===== src/rtl/debug_wb_initiator.sv =====
// debug_wb_initiator: Wishbone B3 classic single-transfer initiator for the
// SoC debug path. It takes one read/write command from the debug command
// channel and runs it as one Wishbone cycle. The cycle ends on err, ack or rty.
// Retries are bounded and each attempt has a timeout. Status and read data
// come back on a response channel.
//
// Ports:
//   clk_i, rst_i       clock, asynchronous active-low reset
//   cmd_*              command channel (valid/ready), we/addr/data/sel
//   rsp_*              response channel (valid/ready), read data + status
//                      status: 00 OK, 01 ERR, 10 TIMEOUT, 11 RETRY_EXHAUSTED
//   m_*_o / m_*_i      Wishbone initiator outputs / target responses
// All outputs are registered.
module debug_wb_initiator #(
  parameter int unsigned dw        = 32,
  parameter int unsigned aw        = 16,
  parameter int unsigned sw        = dw / 8,
  parameter int unsigned TIMEOUT   = 255,
  parameter int unsigned MAX_RETRY = 3
) (
  input  logic          clk_i,
  input  logic          rst_i,
  input  logic          cmd_valid_i,
  output logic          cmd_ready_o,
  input  logic          cmd_we_i,
  input  logic [aw-1:0] cmd_addr_i,
  input  logic [dw-1:0] cmd_data_i,
  input  logic [sw-1:0] cmd_sel_i,
  output logic          rsp_valid_o,
  input  logic          rsp_ready_i,
  output logic [dw-1:0] rsp_data_o,
  output logic [1:0]    rsp_status_o,
  output logic [dw-1:0] m_data_o,
  output logic [aw-1:0] m_addr_o,
  output logic [sw-1:0] m_sel_o,
  output logic          m_we_o,
  output logic          m_cyc_o,
  output logic          m_stb_o,
  input  logic [dw-1:0] m_data_i,
  input  logic          m_ack_i,
  input  logic          m_err_i,
  input  logic          m_rty_i
);

  localparam int unsigned TW = 8;
  localparam int unsigned RW = 4;

  localparam logic [1:0] IDLE    = 2'd0;
  localparam logic [1:0] BUS     = 2'd1;
  localparam logic [1:0] BACKOFF = 2'd2;
  localparam logic [1:0] RESP    = 2'd3;

  localparam logic [1:0] ST_OK      = 2'b00;
  localparam logic [1:0] ST_ERR     = 2'b01;
  localparam logic [1:0] ST_TIMEOUT = 2'b10;
  localparam logic [1:0] ST_RETRY   = 2'b11;

  logic [1:0]    state_q, state_d;
  logic [TW-1:0] tmo_q, tmo_d;
  logic [RW-1:0] rty_q, rty_d;

  logic          cmd_ready_d;
  logic          rsp_valid_d;
  logic [dw-1:0] rsp_data_d;
  logic [1:0]    rsp_status_d;
  logic [dw-1:0] m_data_d;
  logic [aw-1:0] m_addr_d;
  logic [sw-1:0] m_sel_d;
  logic          m_we_d;
  logic          m_cyc_d;
  logic          m_stb_d;

  // Next-state and next-output logic; outputs are registered copies derived from state_d.
  always_comb begin
    state_d      = state_q;
    tmo_d        = tmo_q;
    rty_d        = rty_q;
    rsp_data_d   = rsp_data_o;
    rsp_status_d = rsp_status_o;
    m_data_d     = m_data_o;
    m_addr_d     = m_addr_o;
    m_sel_d      = m_sel_o;
    m_we_d       = m_we_o;

    case (state_q)
      IDLE: begin
        if (cmd_valid_i && cmd_ready_o) begin
          m_we_d   = cmd_we_i;
          m_addr_d = cmd_addr_i;
          m_data_d = cmd_data_i;
          m_sel_d  = cmd_sel_i;
          tmo_d    = '0;
          rty_d    = '0;
          state_d  = BUS;
        end
      end
      BUS: begin
        // Terminations are only sampled here, so they are ignored while m_stb_o is low.
        if (m_err_i) begin
          rsp_status_d = ST_ERR;
          rsp_data_d   = '0;
          state_d      = RESP;
        end else if (m_ack_i) begin
          rsp_status_d = ST_OK;
          rsp_data_d   = m_we_o ? '0 : m_data_i;
          state_d      = RESP;
        end else if (m_rty_i) begin
          if (rty_q == RW'(MAX_RETRY)) begin
            rsp_status_d = ST_RETRY;
            rsp_data_d   = '0;
            state_d      = RESP;
          end else begin
            rty_d   = rty_q + RW'(1);
            state_d = BACKOFF;
          end
        end else if (tmo_q == TW'(TIMEOUT - 1)) begin
          // This is the TIMEOUT-th strobe cycle with no termination.
          rsp_status_d = ST_TIMEOUT;
          rsp_data_d   = '0;
          state_d      = RESP;
        end else begin
          tmo_d = tmo_q + TW'(1);
        end
      end
      BACKOFF: begin
        tmo_d   = '0;
        state_d = BUS;
      end
      RESP: begin
        if (rsp_ready_i) begin
          state_d = IDLE;
        end
      end
      default: state_d = IDLE;
    endcase

    cmd_ready_d = (state_d == IDLE);
    rsp_valid_d = (state_d == RESP);
    m_cyc_d     = (state_d == BUS);
    m_stb_d     = (state_d == BUS);
  end

  // State, counters and registered outputs.
  always_ff @(posedge clk_i or negedge rst_i) begin
    if (!rst_i) begin
      state_q      <= IDLE;
      tmo_q        <= '0;
      rty_q        <= '0;
      cmd_ready_o  <= 1'b1;
      rsp_valid_o  <= 1'b0;
      rsp_data_o   <= '0;
      rsp_status_o <= ST_OK;
      m_data_o     <= '0;
      m_addr_o     <= '0;
      m_sel_o      <= '0;
      m_we_o       <= 1'b0;
      m_cyc_o      <= 1'b0;
      m_stb_o      <= 1'b0;
    end else begin
      state_q      <= state_d;
      tmo_q        <= tmo_d;
      rty_q        <= rty_d;
      cmd_ready_o  <= cmd_ready_d;
      rsp_valid_o  <= rsp_valid_d;
      rsp_data_o   <= rsp_data_d;
      rsp_status_o <= rsp_status_d;
      m_data_o     <= m_data_d;
      m_addr_o     <= m_addr_d;
      m_sel_o      <= m_sel_d;
      m_we_o       <= m_we_d;
      m_cyc_o      <= m_cyc_d;
      m_stb_o      <= m_stb_d;
    end
  end

endmodule


===== config.mk =====
export PLATFORM = sky130hd
export DESIGN_NAME = debug_wb_initiator
export DESIGN_NICKNAME = d
export VERILOG_FILES = /design/src/rtl/debug_wb_initiator.sv
export SDC_FILE = /design/constraint.sdc
export NUM_CORES = 1
export LEC_CHECK = 0
export ABC_AREA = 1
export BUFFER_PORTS_ARGS = -buffer_cell sky130_fd_sc_hd__buf_4
export CAP_MARGIN = 40
export CORE_AREA = 2 2 98 100
export DETAILED_ROUTE_END_ITERATION = 16
export DIE_AREA = 0 0 100 102
export GPL_ROUTABILITY_DRIVEN = 1
export PLACE_DENSITY = 0.87
export SYNTH_ARGS = -nofsm -noshare
export SYNTH_HDL_FRONTEND = slang
export SYNTH_SLANG_ARGS = --single-unit

===== constraint.sdc =====
create_clock -name clk_i -period 3.4 [get_ports clk_i]
set_input_delay 0.51 -clock clk_i [delete_from_list [all_inputs] [get_ports clk_i]]
set_output_delay 0.51 -clock clk_i [all_outputs]
set_load 0.05 [all_outputs]

; Yosys cells after proc, flatten, opt, wreduce, memory -nomap -nowiden
; Cells that the tools add are included.
[totals]
ff_bits = 104
inputBits = 92
output_inout_bits = 91
[classes]
addsub = 2
n_eq_ne = 15
mux = 31
n_reduce_logical = 10
[ops]
columns = op, count
row1 = two-way mux 32 bit, 6
row2 = two-way mux 8 bit, 5
row3 = one-hot mux 8 bit (3 select lines), 1
row4 = two-way mux 2 bit, 11
row5 = two-way mux 4 bit, 5
row6 = != test 2 bit (second input constant), 7
row7 = AND reduction 6 bit, 2
row8 = adder 8 x 1 -> 8 bit (second input constant), 1
row9 = equality test 8 bit (second input constant), 1
row10 = one-hot mux 2 bit (4 select lines), 1
row11 = one-hot mux 4 bit (2 select lines), 1
row12 = equality test 2 bit (second input constant), 3
row13 = adder 4 x 1 -> 4 bit (second input constant), 1
row14 = equality test 2 x 1 -> 1 bit (second input constant), 2
row15 = equality test 4 x 2 -> 1 bit (second input constant), 1
row16 = logical NOT 2 bit, 2
row17 = != test 4 x 3 -> 1 bit (second input constant), 1
row18 = nonzero test 4 bit, 1
row19 = AND reduction 3 bit, 1
row20 = nonzero test 3 bit, 1
row21 = AND reduction 2 bit, 1
row22 = nonzero test 2 bit, 1
row23 = logical AND 1 bit, 1
row24 = two-way mux 1 bit, 1

; Logic depth before layout (Yosys ltp)
[depth]
word_depth = 7
mapped_depth = 11
mapped_depth_nobuf = 10

; Worst setup path before layout
; OpenSTA, ideal clock, no wires.
[synth_path]
path_kind = reg2reg
from = reg cmd_ready_o
to = reg m_addr_o[2]
setup_time_ps = 128
arrival_time_ps = 1445
required_ps = 3272
slack_ps = 1827
stages_incl_launch_ff = 6
period_less_slack_ps = 1573
path_cell_list = dfstp_2 -> nand2_1 -> inv_1 -> nand2_2 -> buf_6 -> mux2_1
[synth_between]
elab_chain_len = 2
[synth_rtl]
columns = item, line_no
row1 = from (decl), 24  ; output logic cmd_ready_o,
row2 = from (signal assigned), 163  ; cmd_ready_o <= cmd_ready_d;
row3 = logical AND 1 bit, 87  ; if (cmd_valid_i && cmd_ready_o) begin
row4 = AND reduction 2 bit (no source line), n/a
row5 = to (signal assigned), 168  ; m_addr_o <= m_addr_d;
row6 = to (decl), 34  ; output logic [aw-1:0] m_addr_o,
; Every way passes these cells.
; A chain may end at the register's enable or synchronous reset.

; Worst setup path in the final report
[layout_path]
from = reg tmo_q[0]
to = reg rsp_data_o[27]
[layout_between]
elab_chain_len = 3
[layout_rtl]
columns = item, line_no
row1 = from (decl), 59  ; logic [TW-1:0] tmo_q, tmo_d;
row2 = from (signal assigned), 161  ; tmo_q <= tmo_d;
row3 = equality test 8 bit, 116  ; end else if (tmo_q == TW'(TIMEOUT - 1)) begin
row4 = nonzero test 4 bit (no source line), n/a
row5 = AND reduction 3 bit (no source line), n/a
row6 = to (signal assigned), 165  ; rsp_data_o <= rsp_data_d;
row7 = to (decl), 31  ; output logic [dw-1:0] rsp_data_o,
; Every way passes these cells.

==> flow_summary.toml <==
[status]
outcome = "complete, no violations"

[routing]
wire_per_inst_um = 14.1
via_per_inst = 4.94
drtIter0Drc = 119
remaining_drc_errors = 0
dr_total_vias = 3811
drt_wl_total_um = 10900
drtPass1Iterations = 4
ant_nets = 0

[worst_setup_path]
cpPeakStageDelay_ns = 0.43
crit_required_ns = 3.64
slowest_stage = "dfrtp_1"
worstSetupPathType = "flip-flop to flip-flop"
worst-path-buf-inv = 2
cp_max_fo = 35
end_kind = "flip-flop"
arrival_ns = 2.15
start_kind = "flip-flop"
cpLargestDelayFamily = "simple AND/OR/NAND/NOR gates"
worstPathCellList = "inv_1 > ha_1 > inv_1 > nor2_1 > nand2_1 > nand2_4 > nand2_4 > nand2_4 > nand2_1 > nand2_1"

[min_path]
hold_path_class = "input port to asynchronous set/reset pin"

[global_routing]
grt_usage_pct = 21.0
grt_overflow_total = 0
grt_max_degree = 57
first_global_vias = 3616
antenna_found_initial = 0
grt_pass1_wl_um = 17000

[yosys]
synth_edf_count = 0
avgSynthCellArea_sq_um = 9.74
yosys_warnings = 0
synth-seq-cells = 104
syn_area_sq_mm = 0.00465
synthFlopType = "dfrtp_1"
netlist_instances = 477
synthTopCellsByArea = "dfrtp_1 (55%), mux2_2 (12%), nand2_1 (10%)"
synth.distinct_cells = 29
yosys.area.top_type = "dfrtp_1"
netlist.area_leader.share_pct = 55.5
synth-seq-area-share_pct = 56.0
ys_async_sr_fraction_pct = 100
syn_nets = 572

[die]
pin_count = 183
rows = 35
die_w_um = 100
die_area_sq_mm = 0.0102
fp.dieH_um = 102
start_util_pct = 51.0
fp.coreArea_sq_mm = 0.00911

[clocking]
clock_latency_ns = 0.36
post_cts_resized = 0
cts_made_buffers = 9
cts_num_sinks = 104
cts_setup_buffers = 0
cts-htree-levels = 3
cts_hold_buf = 0
root_buffer = "clkbuf_8"
cts_tree = "yes"
clk_path_buf_depth = 2
clkSlewWorstSetupHoldPaths_ns = 0.10

[place]
dp_slack_ns = 1.45
port_buffers = 182
placedCellCount = 756
dp_hpwl_um = 8220
place_congestion = 0.913
post_dp_cell_area_sq_mm = 0.00606

[sta]
fin_skew_ns = 0.0122
rsz0062_at_grt = "false"
fin_ws_ns = 1.49
tightest_slew_ns = 0.694
fin_crit_ns = 1.91
slew_violations = 0
fmax_mhz = 523
fin_crit_sh_pct = 56.2
finalHoldViolations = 0
finalSetupViolations = 0
fin_tns_setup_ns = 0
max_slew_margin_pct = 53.8

[cells_and_area]
layout.cells.non_filler = 772
nNetsFinal = 751
num_antenna_cells = 0
drive_gt1_share_pct = 40.4
final_core_util_pct = 68.6
synthToLayoutAreaGrowth_pct = 34.4
finalInstanceArea_sq_mm = 0.00625

[job]
maxCapViolations = 0

[power]
power_leakage_nw = 3.49
p_per_area_mw_per_mm2 = 942
max-vdd-ir-drop_v = 0.000475
cells by family after synthesis:
logic type,share of synthesized area [%]
AND/OR/NAND/NOR,21.4
flip-flops,56.0
buffers and inverters,7.27
multiplexers,12.6
AO/OA/AOI/OAI,1.67
adder cells (fa/ha/maj),0.808
XOR/XNOR,0.189
synthesized netlist by cell type, types with 4 or more instances:
library cell  number
buf_2              6
buf_6              8
dfrtp_1          103
inv_1             49
mux2_1             4
mux2_2            48
nand2_1          124
nand3_1           48
nor2_1            49
o21ai_0            4
final cells by class:
class,instances,area [sq um]
clock buffers,10,138
clock inverters,6,48.8
fillers,693,2860
inverters,52,195
multi-input cells,302,1710
flip-flops and latches,104,2600
well taps,111,139
repair buffers,187,1420
path summary, 6_finish.rpt:
path | from | end | slack (ns) | cells past startpoint
hold / removal | rst_i | rsp_data_o[5]$_DFFE_PN0P_ | 0.20 | 1
max in group asynchronous | rst_i | m_addr_o[3]$_DFFE_PN0P_ | 2.32 | 3
setup / recovery | tmo_q[0]$_DFFE_PN0P_ | rsp_data_o[27]$_DFFE_PN0P_ | 1.49 | 10
setup reg to reg | tmo_q[0]$_DFFE_PN0P_ | rsp_data_o[27]$_DFFE_PN0P_ | 1.49 | 10
hold reg to reg | m_data_o[30]$_DFFE_PN0P_ | m_data_o[30]$_DFFE_PN0P_ | 0.51 | 1
min in group clk_i | cmd_sel_i[1] | m_sel_o[1]$_DFFE_PN0P_ | 0.37 | 2
power breakdown:
group | internal [mW] | switching [mW] | leakage [nW]
logic | 0.978 | 2.23 | 2.05
clock network | 0.296 | 0.428 | 0.0976
registers | 1.68 | 0.270 | 1.35
sequential cells by signal (all words and copies together), names as in the netlist, 2 cells and up:
name          cells
m_addr_o         16
m_data_o         32
m_sel_o           4
rsp_data_o       32
rsp_status_o      2
rty_q             4
state_q           2
tmo_q             8
layer usage:
metal	up-vias	track usage, %	share of wire, %
met5	-	0	0
met4	0	6.22	1.1
met3	12	5.75	9.6
met2	171	35.1	49
met1	1773	27.3	41
li1	1855	-	-
worst reg2reg max path: stages (launching register included):
cell and delay [ns]:
dfrtp_1 0.43, inv_1 0.09, ha_1 0.20, inv_1 0.05
nor2_1 0.04, nand2_1 0.09, nand2_4 0.08, nand2_4 0.30
nand2_4 0.31, nand2_1 0.15, nand2_1 0.06
layout by cell type (no fill, tap or decap):
| master | count |
|---|---|
| buf_4 | 186 |
| nand2_1 | 124 |
| dfrtp_1 | 103 |
| inv_1 | 49 |
| nor2_1 | 49 |
| nand3_1 | 48 |
| mux2_2 | 48 |
| clkbuf_8 | 10 |
| o21ai_0 | 4 |
| mux2_1 | 4 |
| nand2_4 | 3 |
| inv_2 | 3 |
| nand2_2 | 3 |
| a21oi_1 | 3 |
| ha_1 | 3 |
| inv_6 | 3 |
| o21ai_1 | 2 |
| a21oi_2 | 2 |
| o21bai_1 | 2 |
| clkinv_4 | 2 |
| nand2_8 | 1 |
| nor2_2 | 1 |
| nand3_2 | 1 |
| nor3_1 | 1 |
| or2_2 | 1 |
| xor2_1 | 1 |
| nand4_1 | 1 |
| clkinv_2 | 1 |
| dfstp_2 | 1 |
| buf_12 | 1 |
per-stage QoR:
| step | hold slack [ns] | power (mW) |
|---|---|---|
| floorplan | 0.214 | 4.22 |
| global placement | 0.475 | 5.11 |
| detailed placement | 0.492 | 5.21 |
| CTS | 0.216 | 5.92 |
| global route | 0.246 | 6.17 |
| finish | 0.196 | 5.88 |
Power figures use the tool's default switching activity.
